<file path="config.mk">
export PLATFORM = sky130hd
export DESIGN_NAME = mms_stream_acc
export DESIGN_NICKNAME = d
export VERILOG_FILES = /design/src/rtl/mms_stream_acc.sv
export SDC_FILE = /design/constraint.sdc
export NUM_CORES = 1
export LEC_CHECK = 0
export CORE_MARGIN = 5
export CORE_UTILIZATION = 30
export CTS_CLUSTER_SIZE = 28
export DETAILED_ROUTE_END_ITERATION = 12
export PLACE_DENSITY = 0.61
export SLEW_MARGIN = 20
export SYNTH_ARGS = -nofsm -noshare
export SYNTH_HDL_FRONTEND = slang
export SYNTH_SLANG_ARGS = --single-unit
</file>
<file path="constraint.sdc">
create_clock -name clk -period 2.5 [get_ports clk]
set_input_delay 0.75 -clock clk [delete_from_list [all_inputs] [get_ports clk]]
set_output_delay 0.75 -clock clk [all_outputs]
set_load 0.02 [all_outputs]
</file>
<file path="src/rtl/mms_stream_acc.sv">
// mms_stream_acc: per-frame streaming max/min of N unsigned numbers with ready/valid handshakes.
// Define MMS_INDEX_EN to add result_idx, the earliest position of the winning element.
module mms_stream_acc #(
    parameter int DW = 8,
    parameter int N  = 8
) (
    input  logic          clk,
    input  logic          reset,
    input  logic          select,
    input  logic          in_valid,
    output logic          in_ready,
    input  logic [DW-1:0] in_data,
    output logic          out_valid,
    input  logic          out_ready,
    output logic [DW-1:0] result
`ifdef MMS_INDEX_EN
    ,
    output logic [7:0]    result_idx
`endif
);
    typedef enum logic [1:0] {IDLE, ACCUM, HOLD} state_t;
    state_t state, state_nxt;
    logic [7:0] count;
    logic [DW-1:0] acc;
    logic mode;
    logic xfer, win, last;
    assign xfer = in_valid && in_ready;
    // strict compare: ties keep the earlier element
    assign win = mode ? (in_data < acc) : (in_data > acc);
    assign last = count == 8'(N - 1);
    assign result = acc;
    always_comb begin
        in_ready = state != HOLD;
        out_valid = state == HOLD;
        state_nxt = (state == IDLE && xfer) ? ACCUM :
                    (state == ACCUM && xfer && last) ? HOLD :
                    (state == HOLD && out_ready) ? IDLE : state;
    end
    always_ff @(posedge clk) begin
        if (reset) state <= IDLE;
        else state <= state_nxt;
    end
    always_ff @(posedge clk) begin
        if (reset) begin
            count <= '0;
            acc <= '0;
            mode <= 1'b0;
        end else if (xfer && state == IDLE) begin
            mode <= select;
            acc <= in_data;
            count <= 8'd1;
        end else if (xfer) begin
            count <= count + 8'd1;
            if (win) acc <= in_data;
        end else if (out_valid && out_ready) begin
            count <= '0;
        end
    end
`ifdef MMS_INDEX_EN
    logic [7:0] idx;
    assign result_idx = idx;
    always_ff @(posedge clk) begin
        if (reset) idx <= '0;
        else if (xfer && state == IDLE) idx <= '0;
        else if (xfer && win) idx <= count;
    end
`endif
endmodule

</file>
==> reports/metrics.yaml <==
worst_path_most_repeated_cell: "buf_4"
min_path_type: "reg -> reg"
slew_viol_final: 0
io_buffers: 22
ys_warn_count: 0
syn_area_per_cell_um2: 8.46
finalSetupTns_ps: 0
p_int_mw: 0.551
final.min_clock_period_ps: 2370
required_ps: 2690
crit_chain: "clkdlybuf4s50_1 -> ha_1 -> nand4_1 -> a21oi_2 -> buf_4 -> buf_4 -> nand3_1 -> nand4b_1 -> buf_6 -> mux2i_1"
power_frac_comb: 0.285
cts_tree: "yes"
cts_root_buf: "clkbuf_8"
diodes: 0
layout_common_cells: "dfxtp_1 (19), clkdlybuf4s50_1 (17), nand2b_1 (16), nor2_1 (12), buf_4 (10)"
drt_wl_total_um: 2460
coreArea_mm2: 0.00363
grt_pass1_wl_um: 4550
crit_path_end_kind: "register"
hold_violations: 0
critical_path_class: "in -> reg"
power.leakage_nw: 0.646
slowest_stage: "clkdlybuf4s50_1"
design_area_mm2: 0.00156
place_hpwl_um: 1910
h-tree-depth: 1
ant_nets: 0
crit_family: "buffers and inverters"
ir_worst_vdd_mv: 0.247
switchingPower_mw: 0.214
cp_num_buf_inv: 4
post_dp_cell_area_mm2: 0.00143
synthToLayoutAreaGrowth_pct: 41.1
num_rows: 22
pwr_density_cell_mw_per_mm2: 490
syn-cell-area_mm2: 0.00111
status: "complete, no violations"
grt_max_degree: 20
drive_gt1_frac: 0.165
seq_area_frac_synth: 0.343
track_usage: 0.107
clock_path_buffers: 2
maxCapViolCount: 0
drt_iter0_markers: 24
gp_congestion: 0.850
antenna_found_initial: 0
cts.clk_slew.worst_paths_ps: 70
critPathLaunchType: "primary input"
first_global_vias: 1021
seqPwrFrac: 0.439
wire_per_inst_um: 11.6
fmax_mhz: 421
syn_nets: 153
drc: 0
netlist_instances: 131
cts_num_sinks: 19
fin_total_pwr_mw: 0.766
start_util: 0.305
layout_commonest_cell: "dfxtp_1"
io_pins: 23
hold_ws_ps: 496
maxSlewHeadroom: 0.766
clk_latency_ps: 260
ys_types: 29
via_count: 1009
cts_buffers: 3
fin_skew_ps: 5.95
drt_first_pass_iters: 4
clkPwrFrac: 0.276
fp.dieH_um: 70.8
setup_viol: 0
arrival_ps: 2560
switching_share: 0.280
layout.nets: 187
postSynthRegisterBits: 19
overflow: 0
worst_pin_slew_ps: 351
crit_fanout: 4
die_w_um: 70.8
viasPerCell: 4.76
dieArea_mm2: 0.00501
max_stage_delay_ps: 440
period_share: 0.950
cell usage after synthesis:
library cell  instances  share of area
dfxtp_1              19           0.34
nand2b_1             16          0.090
a21oi_1              12          0.054
nor2_1               12          0.041
ha_1                  9           0.10
inv_1                 9          0.030
mux2i_1               9          0.081
nand2_1               8          0.027
nand3_1               6          0.027
clkbuf_1              3          0.010
nand4_1               3          0.017
o211ai_1              3          0.020
o21ai_0               3          0.014
buf_6                 2          0.020
mux2_1                2          0.020
nor2b_1               2          0.011
a211oi_1              1         0.0068
a22oi_1               1         0.0068
a31oi_1               1         0.0056
and2_4                1         0.0079
and2b_1               1         0.0068
and3_1                1         0.0056
nand2b_4              1          0.012
nand3b_1              1         0.0068
nand4b_1              1         0.0079
nor4_1                1         0.0056
o31a_1                1         0.0079
or2_2                 1         0.0056
or3_1                 1         0.0056
metrics by stage:
step | util | worst slack (ps) | cells
2_1_floorplan | - | 277 | 131
3_3_place_gp | 0.394 | -225 | 206
3_5_place_dp | 0.394 | -313 | 206
4_1_cts | 0.412 | 40.7 | 212
5_1_grt | 0.430 | -32.3 | 212
6_report | 0.430 | 125 | 212
power groups by stage:
stage	logic (mW)	registers, mW	clock network (mW)
6_report	0.218	0.336	0.212
4_1_cts	0.200	0.336	0.225
5_1_grt	0.242	0.339	0.239
3_3_place_gp	0.189	0.342	0
3_5_place_dp	0.194	0.342	0
2_1_floorplan	0.0959	0.356	0
worst paths after layout:
path | startpoint | endpoint | slack, ps | cells after the start
hold / removal | result[3] | result[3] | 500 | 2
setup reg to reg | result[1] | result[1] | 470 | 9
setup / recovery | in_data[4] | result[1] | 130 | 10
hold reg to reg | result[3] | result[3] | 500 | 2
layer usage:
layer	wire length (um)	vias to the layer above	share of wire	GRT usage
met2	1200	20	0.49	0.174
met5	0	-	0	0
met1	1140	470	0.46	0.141
li1	-	517	-	-
met3	113	2	0.046	0.0369
met4	6	0	0.0024	0.0146
sequential cells by signal, indices dropped and copies added (netlist names):
name and count:
mode 1, count 8, state 2, result 8
kinds of logic after synthesis:
family | Yosys count | share of synthesized area
flip-flops | 19 | 0.343
AO/OA/AOI/OAI | 22 | 0.115
AND/OR/NAND/NOR | 56 | 0.278
multiplexers | 11 | 0.102
adder cells (fa/ha/maj) | 9 | 0.102
buffers and inverters | 14 | 0.0609
what timing repair did:
| action | CTS | global route |
|---|---|---|
| gates resized for setup | 4 | 12 |
| pin swaps | 2 | 4 |
| setup endpoints to repair | 3 | 8 |
| hold buffers | 0 | 0 |
| buffers inserted | 2 | 0 |
worst register-to-register path, cell delays in order, from the launching register on:
cell	delay, ps
dfxtp_1	370
inv_1	60
ha_1	290
nor2b_1	130
o211ai_1	180
a21oi_2	80
or3_1	360
nand4b_1	160
buf_6	150
mux2i_1	180
layout make-up:
class,count,area [um^2]
Clock buffer,3,41.3
Timing Repair Buffer,34,327
Tap cell,48,60.1
Clock inverter,1,5.00
Inverter,9,33.8
Sequential cell,19,380
Multi-Input combinational cell,98,717
Fill cell,376,2070
Power figures use the tool's default switching activity.
